[config.mk]
export PLATFORM = sky130hd
export DESIGN_NAME = pc_branch_unit_flat
export DESIGN_NICKNAME = d
export VERILOG_FILES = /design/src/rtl/pc_branch_unit_if.sv /design/src/rtl/pc_branch_unit.sv /design/src/flat_wrapper.sv
export SDC_FILE = /design/constraint.sdc
export NUM_CORES = 1
export LEC_CHECK = 0
export ABC_CLOCK_PERIOD_IN_PS = 6200
export CORE_MARGIN = 4
export CORE_UTILIZATION = 30
export CTS_BUF_LIST = sky130_fd_sc_hd__clkbuf_4 sky130_fd_sc_hd__clkbuf_8
export DETAILED_ROUTE_END_ITERATION = 10
export DONT_BUFFER_PORTS = 1
export GPL_ROUTABILITY_DRIVEN = 0
export SLEW_MARGIN = 20
export SYNTH_ARGS = -nofsm -noshare
export SYNTH_HDL_FRONTEND = slang
export SYNTH_SLANG_ARGS = --single-unit
[constraint.sdc]
create_clock -name Clk -period 6.2 [get_ports Clk]
set_input_delay 0.31 -clock Clk [delete_from_list [all_inputs] [get_ports Clk]]
set_output_delay 0.31 -clock Clk [all_outputs]
set_load 0.005 [all_outputs]
[src/rtl/pc_branch_unit_if.sv]
// Bundle between the control FSM / register file / fetch datapath and pc_branch_unit.
// master drives requests and operands; slave (the unit) drives PC, status and link outputs.
interface pc_branch_unit_if #(
  parameter int unsigned STAT_W = 16
);
  logic              Inc_PC;
  logic              Start;
  logic [15:0]       IR;
  logic              BEN;
  logic [15:0]       BaseR_data;
  logic [15:0]       PC;
  logic              Busy;
  logic              Done;
  logic              Taken;
  logic              R7_wr;
  logic [15:0]       R7_data;
  logic [STAT_W-1:0] Taken_Count;
  logic [STAT_W-1:0] Branch_Count;

  modport master (
    output Inc_PC, Start, IR, BEN, BaseR_data,
    input  PC, Busy, Done, Taken, R7_wr, R7_data, Taken_Count, Branch_Count
  );

  modport slave (
    input  Inc_PC, Start, IR, BEN, BaseR_data,
    output PC, Busy, Done, Taken, R7_wr, R7_data, Taken_Count, Branch_Count
  );
endinterface

[src/rtl/pc_branch_unit.sv]
// LC-3 PC owner and BR/JMP/JSR/JSRR resolver: fixed IDLE->DECODE->ADDR->COMMIT sequence.
// Optional saturating statistics counters are built when BRANCH_STATS_EN is defined.
module pc_branch_unit #(
  parameter logic [15:0] RESET_PC = 16'h0000,
  parameter int unsigned STAT_W   = 16
) (
  input logic             Clk,
  input logic             Reset,
  pc_branch_unit_if.slave bus
);

  localparam logic [1:0] StIdle   = 2'd0;
  localparam logic [1:0] StDecode = 2'd1;
  localparam logic [1:0] StAddr   = 2'd2;
  localparam logic [1:0] StCommit = 2'd3;

  localparam logic [3:0] OpBr  = 4'b0000;
  localparam logic [3:0] OpJsr = 4'b0100;
  localparam logic [3:0] OpJmp = 4'b1100;

  logic [1:0]  state_q, state_d;
  logic [15:0] pc_q, pc_d;
  logic [15:0] ir_q, ir_d;
  logic        ben_q, ben_d;
  logic [15:0] base_q, base_d;
  logic [15:0] cap_pc_q, cap_pc_d;
  logic        taken_q, taken_d;
  logic        link_q, link_d;
  logic [15:0] target_q, target_d;
  logic [15:0] r7_q, r7_d;
  logic [15:0] pc_inc;
  logic        commit;

  assign pc_inc = pc_q + 16'd1;
  assign commit = (state_q == StCommit);

  always_comb begin
    state_d  = state_q;
    pc_d     = pc_q;
    ir_d     = ir_q;
    ben_d    = ben_q;
    base_d   = base_q;
    cap_pc_d = cap_pc_q;
    taken_d  = taken_q;
    link_d   = link_q;
    target_d = target_q;
    r7_d     = r7_q;
    case (state_q)
      StIdle: begin
        if (bus.Inc_PC) pc_d = pc_inc;
        if (bus.Start) begin
          state_d  = StDecode;
          ir_d     = bus.IR;
          ben_d    = bus.BEN;
          base_d   = bus.BaseR_data;
          // Same-cycle Inc_PC: the captured return address is the incremented PC.
          cap_pc_d = pc_d;
        end
      end
      StDecode: begin
        state_d = StAddr;
        taken_d = 1'b0;
        link_d  = 1'b0;
        case (ir_q[15:12])
          OpBr:    taken_d = ben_q;
          OpJmp:   taken_d = 1'b1;
          OpJsr: begin
            taken_d = 1'b1;
            link_d  = 1'b1;
          end
          default: ;
        endcase
      end
      StAddr: begin
        state_d = StCommit;
        if (ir_q[15:12] == OpBr) begin
          target_d = cap_pc_q + {{7{ir_q[8]}}, ir_q[8:0]};
        end else if ((ir_q[15:12] == OpJsr) && ir_q[11]) begin
          target_d = cap_pc_q + {{5{ir_q[10]}}, ir_q[10:0]};
        end else begin
          target_d = base_q;
        end
        // R7_data must already be valid while R7_wr is high in COMMIT.
        if (link_q) r7_d = cap_pc_q;
      end
      StCommit: begin
        state_d = StIdle;
        if (taken_q) pc_d = target_q;
      end
      default: state_d = StIdle;
    endcase
  end

  always_ff @(posedge Clk) begin
    if (Reset) begin
      state_q  <= StIdle;
      pc_q     <= RESET_PC;
      ir_q     <= '0;
      ben_q    <= 1'b0;
      base_q   <= '0;
      cap_pc_q <= '0;
      taken_q  <= 1'b0;
      link_q   <= 1'b0;
      target_q <= '0;
      r7_q     <= '0;
    end else begin
      state_q  <= state_d;
      pc_q     <= pc_d;
      ir_q     <= ir_d;
      ben_q    <= ben_d;
      base_q   <= base_d;
      cap_pc_q <= cap_pc_d;
      taken_q  <= taken_d;
      link_q   <= link_d;
      target_q <= target_d;
      r7_q     <= r7_d;
    end
  end

  assign bus.PC      = pc_q;
  assign bus.Busy    = (state_q != StIdle);
  assign bus.Done    = commit;
  assign bus.Taken   = commit & taken_q;
  assign bus.R7_wr   = commit & link_q;
  assign bus.R7_data = r7_q;

`ifdef BRANCH_STATS_EN
  logic [STAT_W-1:0] taken_cnt_q, branch_cnt_q;

  always_ff @(posedge Clk) begin
    if (Reset) begin
      taken_cnt_q  <= '0;
      branch_cnt_q <= '0;
    end else if (commit) begin
      if (branch_cnt_q != '1) branch_cnt_q <= branch_cnt_q + 1'b1;
      if (taken_q && (taken_cnt_q != '1)) taken_cnt_q <= taken_cnt_q + 1'b1;
    end
  end

  assign bus.Taken_Count  = taken_cnt_q;
  assign bus.Branch_Count = branch_cnt_q;
`else
  assign bus.Taken_Count  = '0;
  assign bus.Branch_Count = '0;
`endif

endmodule

[src/flat_wrapper.sv]
// flat-port wrapper written by rule: the top's interface ports become plain ports
module pc_branch_unit_flat 
#(
  parameter logic [15:0] RESET_PC = 16'h0000,
  parameter int unsigned STAT_W   = 16
)
  (Clk, Reset, bus_Inc_PC, bus_Start, bus_IR, bus_BEN, bus_BaseR_data, bus_PC, bus_Busy, bus_Done, bus_Taken, bus_R7_wr, bus_R7_data, bus_Taken_Count, bus_Branch_Count);
  pc_branch_unit_if #(.STAT_W(STAT_W)) bus_i ();
  input logic Clk;
  input logic Reset;
  input wire logic [$bits(bus_i.Inc_PC)-1:0] bus_Inc_PC;
  input wire logic [$bits(bus_i.Start)-1:0] bus_Start;
  input wire logic [$bits(bus_i.IR)-1:0] bus_IR;
  input wire logic [$bits(bus_i.BEN)-1:0] bus_BEN;
  input wire logic [$bits(bus_i.BaseR_data)-1:0] bus_BaseR_data;
  output wire logic [$bits(bus_i.PC)-1:0] bus_PC;
  output wire logic [$bits(bus_i.Busy)-1:0] bus_Busy;
  output wire logic [$bits(bus_i.Done)-1:0] bus_Done;
  output wire logic [$bits(bus_i.Taken)-1:0] bus_Taken;
  output wire logic [$bits(bus_i.R7_wr)-1:0] bus_R7_wr;
  output wire logic [$bits(bus_i.R7_data)-1:0] bus_R7_data;
  output wire logic [$bits(bus_i.Taken_Count)-1:0] bus_Taken_Count;
  output wire logic [$bits(bus_i.Branch_Count)-1:0] bus_Branch_Count;
  assign bus_i.Inc_PC = bus_Inc_PC;
  assign bus_i.Start = bus_Start;
  assign bus_i.IR = bus_IR;
  assign bus_i.BEN = bus_BEN;
  assign bus_i.BaseR_data = bus_BaseR_data;
  assign bus_PC = bus_i.PC;
  assign bus_Busy = bus_i.Busy;
  assign bus_Done = bus_i.Done;
  assign bus_Taken = bus_i.Taken;
  assign bus_R7_wr = bus_i.R7_wr;
  assign bus_R7_data = bus_i.R7_data;
  assign bus_Taken_Count = bus_i.Taken_Count;
  assign bus_Branch_Count = bus_i.Branch_Count;
  pc_branch_unit #(.RESET_PC(RESET_PC), .STAT_W(STAT_W)) u_core (.Clk(Clk), .Reset(Reset), .bus(bus_i));
endmodule
==> results_dict.tcl <==
set metrics [dict create \
    fin_crit_sh 0.4131 \
    leakagePower_nw 2.301 \
    ys_top_cells_by_count "nand2_1, dfxtp_1, a21oi_1, nor2_1, clkbuf_1" \
    io_pins 105 \
    path_clk_slew_ns 0.10 \
    totalPowerFinal_mw 2.265 \
    required_ns 6.43 \
    critPathMaxStageDelay_ns 0.44 \
    worst_slew_pin_slew_ns 0.9937 \
    drtIter0Drc 352 \
    cts_made_buffers 9 \
    cts_root_buf "clkbuf_8" \
    n_fill_cell 1968 \
    path_buf_inv 0 \
    max_freq_mhz 390.4 \
    nets 748 \
    worstSetupEndpointType "flip-flop" \
    fin_tns_setup_ns 0 \
    ys_async_sr_fraction 0 \
    path_cells "ha_1, fa_1, a211o_2, o211ai_4, a211oi_2, a31oi_1, mux2_2, a21oi_1, a2111oi_2" \
    overflow 0 \
    htree_levels 3 \
    grt_pass1_wl_um 24610 \
    syn_area_sq_mm 0.005659 \
    cts.sinks 101 \
    ys_warn_count 0 \
    relSlewSlack 0.3315 \
    startpoint_type "flip-flop" \
    cts_setup_buffers 0 \
    area_growth_pct 4.886 \
    antenna_found_initial 0 \
    power_density_mw_per_mm2 381.5 \
    num_vias 4705 \
    finalSetupViolCount 0 \
    crit_family "compound AO/OA/AOI/OAI gates" \
    skew_ns 0.01319 \
    vias_per_cell 5.125 \
    drt-total-wl_um 15580 \
    cp_max_fo 6 \
    diodes 0 \
    yosysSeqAreaShare 0.3573 \
    rsz0062_at_grt "no" \
    outcome "finished clean" \
    yosysTopAreaCellShare 0.3573 \
    synth.most_common_cell "nand2_1" \
    die_w_um 145.3 \
    arrival_ns 2.79 \
    synth_edf_count 0 \
    yosys_register_bits 101 \
    dp_hpwl_um 11070 \
    ys_top_cells_by_area "dfxtp_1, nand2_1, a21oi_1" \
    rows 49 \
    worstSetupPathType "reg -> reg" \
    die_y_um 145.3 \
    dp.cells 898 \
    core_area_sq_mm 0.01827 \
    slew_violations 0 \
    synth_top_cell_by_area "dfxtp_1" \
    hold_path.class "in -> reg" \
    first_global_vias 4459 \
    drv_cap 0 \
    grt_max_degree 66 \
    clk_latency_ns 0.38 \
    drt_first_pass_iters 5 \
    cts_tree "done" \
    detail_route.wl_per_cell_um 16.97 \
    ant_nets 0 \
    crit_slowest_cell "fa_1" \
    drc 0 \
    clk_path_buf_depth 2 \
    grtUsageTotal 0.1448 \
    synth.avg_cell_area_sq_um 8.027 \
    fin_cells 918 \
    ys_types 66 \
    drive_gt1_frac 0.06531 \
    die-area_sq_mm 0.02113 \
    hold_viol 0 \
    vdd_ir_drop_max_uv 119.5 \
    synth_cells 705 \
    period_needed_ns 2.561 \
    start_util 0.3098 \
    synthFlopType "dfxtp_1" \
    io_buffers 0 \
]
per-layer routing:
layer,up-vias,GRT usage,share of wire
met3,26,0.04422,0.055
met4,0,0.04179,0.026
li1,2360,-,-
met1,2214,0.1745,0.43
met2,105,0.2496,0.49
met5,-,0,0
metrics by stage:
stage / worst slack (ns) / utilization / instance area [sq um] / hold slack (ns)
5_1_grt: 3.474 / 0.3249 / 5936 / 0.005625
2_1_floorplan: 3.859 / - / 5776 / 0.4312
4_1_cts: 3.647 / 0.3249 / 5936 / 0.003195
6_report: 3.639 / 0.3249 / 5936 / 0.03184
3_3_place_gp: 3.714 / 0.3109 / 5680 / 0.4003
3_5_place_dp: 3.691 / 0.3109 / 5680 / 0.4022
sequential cells by signal (all words and copies together) (netlist names):
name                cells
u_core.base_q          16
u_core.bus.PC          16
u_core.ir_q            16
u_core.bus.R7_data     16
u_core.link_q           1
u_core.cap_pc_q        16
u_core.target_q        16
u_core.taken_q          1
u_core.state_q          2
u_core.ben_q            1
kinds of logic after synthesis:
group | after synthesis | synth area share
adder cells (fa/ha/maj) | 27 | 0.06102
other | 1 | 0.0006626
AND/OR/NAND/NOR | 252 | 0.2010
XOR/XNOR | 33 | 0.05107
multiplexers | 18 | 0.03206
buffers and inverters | 87 | 0.08357
flip-flops | 101 | 0.3573
AO/OA/AOI/OAI | 186 | 0.2134
worst register-to-register path, stage by stage, from the launching register on:
cell       delay, ns
dfxtp_1         0.34
ha_1            0.24
fa_1            0.44
a211o_2         0.35
o211ai_4        0.09
a211oi_2        0.17
a31oi_1         0.22
mux2_2          0.35
a21oi_1         0.17
a2111oi_2       0.05
repair_timing:
action,in CTS,in global routing
gates resized for setup,0,0
endpoints found under the hold margin,27,0
hold buffers,4,0
cell type report:
class / instances / area, sq um / area share
multi-input cells: 548 / 3282 / 0.5529
clock buffers: 13 / 166.4 / 0.02804
inverters: 16 / 60.06 / 0.01012
clock inverters: 3 / 18.77 / 0.003162
flip-flops and latches: 101 / 2022 / 0.3406
well taps: 229 / 286.5 / 0.04827
repair buffers: 8 / 100.1 / 0.01686
path summary, 6_finish.rpt:
path | start | to | depth (start not counted) | slack, ns
worst max-delay path | u_core.cap_pc_q[0] | u_core.target_q[12] | 9 | 3.64
worst min-delay path | Reset | u_core.target_q[9] | 1 | 0.03
worst max register to register | u_core.cap_pc_q[0] | u_core.target_q[12] | 9 | 3.64
worst min register to register | u_core.base_q[9] | u_core.base_q[9] | 2 | 0.46
power breakdown:
| part | switching, mW | internal (mW) |
|---|---|---|
| clock | 0.229 | 0.178 |
| sequential | 0.153 | 0.783 |
| combinational | 0.582 | 0.339 |
| total | 0.964 | 1.30 |
layout by cell type (no fill, tap or decap), types with 4 or more instances in the layout:
master    instances
dfxtp_1         101
o21ai_0          26
nor4_1            5
ha_1             26
nand3_1          13
nor3_1            5
nor2_1           61
xor2_1           15
a31oi_1           5
a221oi_1          8
buf_4             4
a21o_1            5
conb_1           32
inv_1            16
mux2i_1          17
xnor2_1          18
a211oi_1         25
a21oi_1          78
nand2_1         136
clkbuf_8         11
(Power assumes the default switching activity.)
